## src/rtl/io_uart.sv

```systemverilog
// rtl/io_uart.sv - CPU IO-mapped 8N1 UART (DATA 0x1000, STATUS 0x1001) with TX FIFO
// Optional 4-entry RX FIFO when IO_UART_RX_FIFO_EN is defined; otherwise a single holding register.
module io_uart #(
    parameter int DIVISOR = 217,
    parameter int TXDEPTH = 4
) (
    input  logic        clk,
    input  logic        resetq,
    input  logic        io_rd,
    input  logic        io_wr,
    input  logic [15:0] io_addr,
    input  logic [15:0] io_wdata,
    output logic [15:0] io_din,
    input  logic        uart_rx,
    output logic        uart_tx
);
    localparam int TPW = $clog2(TXDEPTH);
    localparam logic [15:0] DIV_RELOAD  = 16'(DIVISOR - 1);
    localparam logic [15:0] HALF_RELOAD = 16'(DIVISOR / 2 - 1);

    typedef enum logic [1:0] {S_IDLE, S_START, S_DATA, S_STOP} state_t;

    logic sel_data, sel_stat, rd_data, rd_stat;
    assign sel_data = (io_addr == 16'h1000);
    assign sel_stat = (io_addr == 16'h1001);
    assign rd_data  = io_rd && sel_data;
    assign rd_stat  = io_rd && sel_stat;

    logic unused_ok;
    assign unused_ok = ^io_wdata[15:8];

    // TX FIFO
    logic [7:0]     tx_mem [TXDEPTH];
    logic [TPW-1:0] tx_wp, tx_rp;
    logic [TPW:0]   tx_cnt;
    logic           tx_full, tx_empty, tx_push, tx_pop, tx_idle, tx_tick;
    state_t         tx_state, tx_next;
    logic [15:0]    tx_div;
    logic [2:0]     tx_bit;
    logic [7:0]     tx_shift;

    assign tx_full  = (tx_cnt == (TPW+1)'(TXDEPTH));
    assign tx_empty = (tx_cnt == '0);
    assign tx_push  = io_wr && sel_data && !tx_full;
    assign tx_tick  = (tx_div == 16'd0);
    assign tx_idle  = tx_empty && (tx_state == S_IDLE);

    always_comb begin
        tx_next = tx_state;
        tx_pop  = 1'b0;
        case (tx_state)
            S_IDLE:  if (!tx_empty) begin
                         tx_pop  = 1'b1;
                         tx_next = S_START;
                     end
            S_START: if (tx_tick) tx_next = S_DATA;
            S_DATA:  if (tx_tick && tx_bit == 3'd7) tx_next = S_STOP;
            S_STOP:  if (tx_tick) begin
                         if (!tx_empty) begin
                             tx_pop  = 1'b1;
                             tx_next = S_START;
                         end else begin
                             tx_next = S_IDLE;
                         end
                     end
            default: tx_next = S_IDLE;
        endcase
    end

    always_ff @(posedge clk) begin
        if (tx_push) tx_mem[tx_wp] <= io_wdata[7:0];
    end

    always_ff @(posedge clk or negedge resetq) begin
        if (!resetq) begin
            tx_state <= S_IDLE;
            tx_div   <= 16'd0;
            tx_bit   <= 3'd0;
            tx_shift <= 8'd0;
            tx_wp    <= '0;
            tx_rp    <= '0;
            tx_cnt   <= '0;
        end else begin
            tx_state <= tx_next;
            if (tx_pop) begin
                tx_shift <= tx_mem[tx_rp];
                tx_rp    <= tx_rp + 1'b1;
                tx_div   <= DIV_RELOAD;
                tx_bit   <= 3'd0;
            end else if (tx_state != S_IDLE) begin
                if (tx_tick) begin
                    tx_div <= DIV_RELOAD;
                    if (tx_state == S_DATA) begin
                        tx_shift <= tx_shift >> 1;
                        tx_bit   <= tx_bit + 3'd1;
                    end
                end else begin
                    tx_div <= tx_div - 16'd1;
                end
            end
            if (tx_push) tx_wp <= tx_wp + 1'b1;
            tx_cnt <= tx_cnt + (TPW+1)'(tx_push) - (TPW+1)'(tx_pop);
        end
    end

    assign uart_tx = (tx_state == S_START) ? 1'b0 :
                     (tx_state == S_DATA)  ? tx_shift[0] : 1'b1;

    // RX: two-flop synchroniser plus one more flop for falling-edge detection
    logic        rx_s1, rx_s2, rx_prev, rx_fall, rx_tick, rx_deliver, rx_ferr;
    state_t      rx_state, rx_next;
    logic [15:0] rx_div;
    logic [2:0]  rx_bit;
    logic [7:0]  rx_shift;

    assign rx_fall = rx_prev && !rx_s2;
    assign rx_tick = (rx_div == 16'd0);

    always_comb begin
        rx_next    = rx_state;
        rx_deliver = 1'b0;
        rx_ferr    = 1'b0;
        case (rx_state)
            S_IDLE:  if (rx_fall) rx_next = S_START;
            S_START: if (rx_tick) rx_next = rx_s2 ? S_IDLE : S_DATA;
            S_DATA:  if (rx_tick && rx_bit == 3'd7) rx_next = S_STOP;
            S_STOP:  if (rx_tick) begin
                         rx_next    = S_IDLE;
                         rx_deliver = rx_s2;
                         rx_ferr    = !rx_s2;
                     end
            default: rx_next = S_IDLE;
        endcase
    end

    always_ff @(posedge clk or negedge resetq) begin
        if (!resetq) begin
            rx_s1    <= 1'b1;
            rx_s2    <= 1'b1;
            rx_prev  <= 1'b1;
            rx_state <= S_IDLE;
            rx_div   <= 16'd0;
            rx_bit   <= 3'd0;
            rx_shift <= 8'd0;
        end else begin
            rx_s1    <= uart_rx;
            rx_s2    <= rx_s1;
            rx_prev  <= rx_s2;
            rx_state <= rx_next;
            // Idle keeps the half-bit reload armed so START samples mid-bit
            if (rx_state == S_IDLE) begin
                rx_div <= HALF_RELOAD;
                rx_bit <= 3'd0;
            end else if (rx_tick) begin
                rx_div <= DIV_RELOAD;
                if (rx_state == S_DATA) begin
                    rx_shift <= {rx_s2, rx_shift[7:1]};
                    rx_bit   <= rx_bit + 3'd1;
                end
            end else begin
                rx_div <= rx_div - 16'd1;
            end
        end
    end

    // RX storage; a DATA read in the delivery cycle frees space first
    logic       rx_valid, rx_take, rx_accept;
    logic [7:0] rx_head;
`ifdef IO_UART_RX_FIFO_EN
    logic [7:0] rx_mem [4];
    logic [1:0] rx_wp, rx_rp;
    logic [2:0] rx_cnt;

    assign rx_valid  = (rx_cnt != 3'd0);
    assign rx_head   = rx_mem[rx_rp];
    assign rx_take   = rd_data && rx_valid;
    assign rx_accept = rx_deliver && ((rx_cnt != 3'd4) || rx_take);

    always_ff @(posedge clk) begin
        if (rx_accept) rx_mem[rx_wp] <= rx_shift;
    end

    always_ff @(posedge clk or negedge resetq) begin
        if (!resetq) begin
            rx_wp  <= 2'd0;
            rx_rp  <= 2'd0;
            rx_cnt <= 3'd0;
        end else begin
            if (rx_accept) rx_wp <= rx_wp + 2'd1;
            if (rx_take)   rx_rp <= rx_rp + 2'd1;
            rx_cnt <= rx_cnt + 3'(rx_accept) - 3'(rx_take);
        end
    end
`else
    logic [7:0] rx_hold;
    logic       rx_full;

    assign rx_valid  = rx_full;
    assign rx_head   = rx_hold;
    assign rx_take   = rd_data && rx_full;
    assign rx_accept = rx_deliver && (!rx_full || rx_take);

    always_ff @(posedge clk or negedge resetq) begin
        if (!resetq) begin
            rx_hold <= 8'd0;
            rx_full <= 1'b0;
        end else if (rx_accept) begin
            rx_hold <= rx_shift;
            rx_full <= 1'b1;
        end else if (rx_take) begin
            rx_full <= 1'b0;
        end
    end
`endif

    logic rx_overrun, rx_frame_err;

    always_ff @(posedge clk or negedge resetq) begin
        if (!resetq) begin
            rx_overrun   <= 1'b0;
            rx_frame_err <= 1'b0;
        end else begin
            if (rx_deliver && !rx_accept) rx_overrun <= 1'b1;
            else if (rd_stat)             rx_overrun <= 1'b0;
            if (rx_ferr)                  rx_frame_err <= 1'b1;
            else if (rd_stat)             rx_frame_err <= 1'b0;
        end
    end

    always_comb begin
        io_din = 16'h0000;
        if (io_rd) begin
            if (sel_data)
                io_din = {8'h00, rx_valid ? rx_head : 8'h00};
            else if (sel_stat)
                io_din = {11'd0, rx_frame_err, rx_overrun, rx_valid, tx_idle, tx_full};
        end
    end
endmodule

```

## config.mk

```make
export PLATFORM = sky130hd
export DESIGN_NAME = io_uart
export DESIGN_NICKNAME = d
export VERILOG_FILES = /design/src/rtl/io_uart.sv
export SDC_FILE = /design/constraint.sdc
export NUM_CORES = 1
export LEC_CHECK = 0
export ABC_AREA = 1
export CORE_AREA = 2 2 98 100
export CTS_CLUSTER_DIAMETER = 30
export DETAILED_ROUTE_END_ITERATION = 16
export DIE_AREA = 0 0 100 102
export PLACE_DENSITY = 0.9
export SLEW_MARGIN = 10
export SYNTH_ARGS = -nofsm -noshare
export SYNTH_HDL_FRONTEND = slang
export SYNTH_SLANG_ARGS = --single-unit
```

## constraint.sdc

```tcl
create_clock -name clk -period 4 [get_ports clk]
set_input_delay 0.6 -clock clk [delete_from_list [all_inputs] [get_ports clk]]
set_output_delay 0.6 -clock clk [all_outputs]
set_load 0.005 [all_outputs]
```

# --- Yosys cells after proc, flatten, opt, wreduce, memory -nomap -nowiden ---
# Memory sizes are Yosys's and may differ from the RTL's.
# Index checks and enable logic that the tools add are counted.
# W data, S select, Z words.
totals:
  latchBits: 0
  ramBits: 32
  register_bits: 79
  input_bits: 37
  wordCells: 130
  mem_count: 1
  rom_bits: 0
  out_inout_bits: 17
memory_table:
  columns: ["memory", "words", "width", "read_ports", "rd_clocked_by_memory_dff", "write_ports", "line", "rtl"]
  rows:
  - ["tx_mem", 4, 8, 1, 0, 1, "33", "logic [7:0] tx_mem [TXDEPTH];"]
classes:
  n_addsub: 8
  magnitude_cmp: 0
  reduce_logical: 35
  shifts: 0
  bitwise: 1
  n_mux: 48
  multipliers: 0
  div: 0
  n_eq_ne: 19
op_table:
  columns: ["op", "n"]
  rows:
  - ["$mux W16", 5]
  - ["$mux W8", 7]
  - ["$eq A16 B13 Y1 const B", 2]
  - ["$logic_not A16 Y1", 2]
  - ["$sub A16 B1 Y16 const B", 2]
  - ["$mux W3", 7]
  - ["$mux W2", 9]
  - ["$reduce_bool A2 Y1", 9]
  - ["$mux W1", 16]
  - ["$ne A2 B2 Y1 const B", 8]
  - ["$pmux W2 S4", 2]
  - ["$logic_and A1 B1 Y1", 11]
  - ["$eq A3 B3 Y1 const B", 3]
  - ["$eq A2 B2 Y1 const B", 4]
  - ["$reduce_and A4 Y1", 2]
  - ["$add A3 B1 Y3 const B", 2]
  - ["$reduce_and A3 Y1", 2]
  - ["$mux W5", 1]
  - ["$add A2 B1 Y2 const B", 2]
  - ["$eq A2 B1 Y1 const B", 2]
  - ["$logic_not A1 Y1", 4]
  - ["$logic_not A2 Y1", 2]
  - ["$add A3 B1 Y3", 1]
  - ["$logic_not A3 Y1", 1]
  - ["5 further kinds", 5]

# --- Logic depth before layout (Yosys ltp) ---
depth:
  word_depth: 8
  mapped_depth: 13
  ltp_nobuf: 12

# --- Least setup slack after synthesis ---
# No wires, ideal clock.
synth_timing:
  path_type: "reg-to-reg"
  from: "register tx_div[0]"
  to: "register tx_cnt[2]"
  n_path_buf: 1
  setup_slack_ns: 1.726
  path_stages_with_launch: 14
  t_arrival_ns: 2.152
  required_time_ns: 3.877
  setup_time_ns: 0.123
  period_less_slack_ns: 2.274
  cell_sequence: "dfrtp_1 -> inv_1 -> ha_1 -> nand2_2 -> nor2_1 -> nand3_2 -> nand2_4 -> nand2_4 -> buf_2 -> xor2_1 -> ha_1 -> inv_1 -> fa_1 -> xnor2_1"
synth_via:
  elab_chain_len: 4
synth_rtl:
  columns: ["item", "line", "rtl"]
  rows:
  - ["from (decl)", "38", "logic [15:0] tx_div;"]
  - ["from (signal assigned)", "98", "tx_div <= tx_div - 16'd1;"]
  - ["$logic_not A16 Y1", "45", "assign tx_tick = (tx_div == 16'd0);"]
  - ["$mux W1", "58", "S_STOP: if (tx_tick) begin"]
  - ["$pmux W1 S2", "51", "case (tx_state)"]
  - ["$sub A3 B1 Y3", "102", "tx_cnt <= tx_cnt + (TPW+1)'(tx_push) - (TPW+1)'(tx_pop);"]
  - ["to (signal assigned)", "102", null]
  - ["to (decl)", "35", "logic [TPW:0] tx_cnt;"]
# No other way between the ends.
# A chain may end at the register's enable or synchronous reset.

# --- Final worst setup path ---
layout_timing:
  from: "input io_addr[0]"
  to: "output io_din[5]"
layout_via:
  elab_chain_len: 3
layout_rtl:
  columns: ["item", "line", "rtl"]
  rows:
  - ["from (decl)", "11", "input logic [15:0] io_addr,"]
  - ["$eq A16 B13 Y1", "24", "assign sel_data = (io_addr == 16'h1000);"]
  - ["$mux W8", "233", "if (sel_data)"]
  - ["$mux W8", "232", "if (io_rd) begin"]
  - ["to (decl)", "13", "output logic [15:0] io_din,"]
# No other way between the ends.

==> impl_metrics.ini <==
[power]
p_int_mw = 1.55
p_leak_nw = 2.83
comb_power_share = 0.123
power_mw = 2.16
p_sw_frac = 0.280
seq_power_share = 0.583
vdd_drop_max_mv = 0.254
clkPwrFrac = 0.294
powerDensity_mw_per_mm2 = 351
p_switching_mw = 0.603

[clocking]
clk_latency_ps = 370
holdBufCountCts = 0
clock_path_buffers = 2
h-tree-depth = 3
cts_buffers = 9
cts_sinks = 111
postCtsSetupBuffers = 0
ctsRootBufferMaster = clkbuf_8
cts_tree = yes
cts_resized = 0
clk_pin_slew_ps = 110

[final_layout]
layout.nets = 727
fin_area_sq_mm = 0.00614
area_delta_synth_final_pct = 10.2
utilization = 0.674
diodes = 0
drive_gt1_frac = 0.0591

[synth]
netlist_area_sq_mm = 0.00557
synthXorXnorAreaFrac = 0.0409
yosys_warnings = 0
netlist.area_leader.share = 0.342
muxShareOfSynthArea = 0
yosysSeqAreaShare = 0.528
synth_top_family_by_area = simple AND/OR/NAND/NOR gates
synth_compound_area_frac = 0.0820
synth_simple_gate_area_frac = 0.234
syn_area_per_cell_sq_um = 8.75
synth_cell_types = 40
synth.area.top_cells = dfrtp_1 34%, edfxtp_1 17%, nand2_1 11%, nor2_1 6.3%, o21ai_0 4.6%
ys_ff_latch = 111
synthAdderAreaFrac = 0.0418
yosys.area.top_type = dfrtp_1
netlist_instances = 636

[timing]
max-slew-margin-rel = 0.350
skew_ps = 11.7
max_freq_mhz = 294
fin_ws_ps = 593
setup_viol_count_final = 0
post-route-min-period_ps = 3410
fin_setup_tns_ps = 0
finalHoldViolCount = 0
worstMarginPinSlew_ps = 974
rsz0062_at_grt = no
slew_viol_final = 0
fin_crit_sh = 0.852

[drt]
totalWireLength_um = 11000
vias_per_cell = 5.41
wl_per_cell_um = 14.0
vias = 4260
drt_iter0_markers = 244
drt-pass1-iter-count = 6
drtAntennaViolNets = 0
drc = 0

[floorplan]
die-width_um = 100
ios = 54
die_h_um = 102
placementRows = 35
coreArea_sq_mm = 0.00911
die_area_sq_mm = 0.0102
initial_core_util = 0.611

[global_route]
antenna_found_initial = 0
grt_pass1_vias = 4286
grt_pass1_wl_um = 18700
grt.total_usage = 0.232
grt_max_degree = 80
overflow = 0

[worst_setup_path]
crit_arrival_ps = 2810
critPathMaxFanout = 6
cp-end-kind = output port
required_ps = 3400
cp-start-kind = primary input
crit_type = in -> out

[placed_design]
place_congestion = 0.876
io_buffers = 37
hpwlAfterDp_um = 8030
dpl_worst_slack_ps = 579
placed_area_sq_mm = 0.00595

[flow_run]
maxCapViolations = 0

[status]
status = finished, final reports clean

[worst_hold_path]
min_path_type = in -> async
[critical path, stage by stage]
cell             delay, ps
clkdlybuf4s50_1        430
nor2_1                 110
nand3_1                210
nor2_1                 150
nand2_1                200
nor2_1                 300
inv_1                  140
nor2_1                 130
clkdlybuf4s50_1        530
[synthesized netlist by cell type, drive strengths merged]
| library cell | number |
|---|---|
| a21o | 1 |
| xnor2 | 9 |
| a21oi | 12 |
| o21ai | 55 |
| dfrtp | 76 |
| clkbuf | 3 |
| or2 | 2 |
| fa | 1 |
| buf | 16 |
| clkinv | 2 |
| nand2 | 164 |
| ha | 17 |
| nand3b | 1 |
| conb | 1 |
| inv | 66 |
| a31oi | 1 |
| nand4 | 5 |
| o22ai | 8 |
| o31ai | 2 |
| edfxtp | 32 |
| nand3 | 37 |
| o32ai | 1 |
| nor3 | 3 |
| nor2 | 99 |
| a32oi | 1 |
| dfstp | 3 |
| xor2 | 17 |
| a211oi | 1 |
[final timing paths]
check | start | end | slack (ps) | depth (start not counted)
max | io_addr[0] | io_din[5] | 590 | 9
min reg2reg | rx_s1$_DFF_PN1_ | rx_s2$_DFF_PN1_ | 380 | 0
min in group clk | rx_s1$_DFF_PN1_ | rx_s2$_DFF_PN1_ | 380 | 0
min | resetq | rx_div[13]$_DFF_PN0_ | 350 | 1
max reg2reg | tx_div[0]$_DFFE_PN0P_ | tx_cnt[2]$_DFF_PN0_ | 1450 | 12
max in group asynchronous | resetq | tx_div[9]$_DFFE_PN0P_ | 2990 | 1
[sequential cells by signal, indices dropped and copies added (netlist names), named ones only]
name / flops
tx_state: 2
tx_shift: 8
tx_cnt: 3
rx_state: 1
tx_bit: 3
rx_shift: 8
rx_overrun: 1
tx_wp: 2
tx_mem: 32
tx_div: 16
rx_bit: 3
rx_s1: 1
rx_frame_err: 1
rx_div: 16
rx_s2: 1
rx_full: 1
tx_rp: 2
rx_prev: 1
rx_head: 8
[per-stage QoR]
| step | hold WS (ps) | instances |
|---|---|---|
| floorplan | 304 | 643 |
| detailed placement | 355 | 772 |
| CTS | 375 | 788 |
| global placement | 348 | 772 |
| global route | 376 | 788 |
| finish | 347 | 788 |
[power groups by stage]
stage / clock network (mW) / registers (mW) / logic, mW
3_3_place_gp: 0 / 1.28 / 0.245
5_1_grt: 0.694 / 1.26 / 0.308
6_report: 0.633 / 1.26 / 0.266
4_1_cts: 0.644 / 1.26 / 0.267
3_5_place_dp: 0 / 1.28 / 0.266
2_1_floorplan: 0 / 1.27 / 0.177
[final cells by class]
class	count	area [sq um]
timing repair buffer	37	368
tap	111	139
fill	693	2970
clock inverter	7	62.6
sequential	111	2940
inverter	68	255
clock buffer	9	124
multi-input combinational	445	2250
[layout by cell type, fill, tap and decap left out, types with 2 or more instances in the layout]
master,netlist,layout
dfrtp_1,76,76
clkinv_1,2,2
nor2_1,93,93
nand4_1,5,5
nor3_1,2,2
o21ai_1,3,3
clkinv_4,0,3
nor2_2,5,5
a21oi_1,12,12
inv_6,0,2
xnor2_1,9,9
nand2_4,3,3
conb_1,1,8
dfstp_2,3,3
ha_1,17,17
o22ai_1,8,8
clkdlybuf4s50_1,0,36
nand2_1,157,157
inv_1,65,65
nand2_2,4,4
edfxtp_1,32,32
clkbuf_8,0,9
nand3_1,36,36
xor2_1,17,17
or2_2,2,2
o21ai_0,51,51
[layer usage]
layer | vias up | global-route usage | wire, um
met4 | 0 | 0.0748 | 212
met1 | 2018 | 0.286 | 4550
met5 | - | 0 | 0
li1 | 2102 | - | -
met2 | 119 | 0.417 | 5760
met3 | 21 | 0.0417 | 519
[cell families after synthesis]
| logic type | Yosys count |
|---|---|
| AO/OA/AOI/OAI | 82 |
| XOR/XNOR | 26 |
| adder cells (fa/ha/maj) | 18 |
| buffers and inverters | 87 |
| flip-flops | 111 |
| other | 1 |
| AND/OR/NAND/NOR | 311 |
No activity file was read; power rests on OpenSTA's default activity.
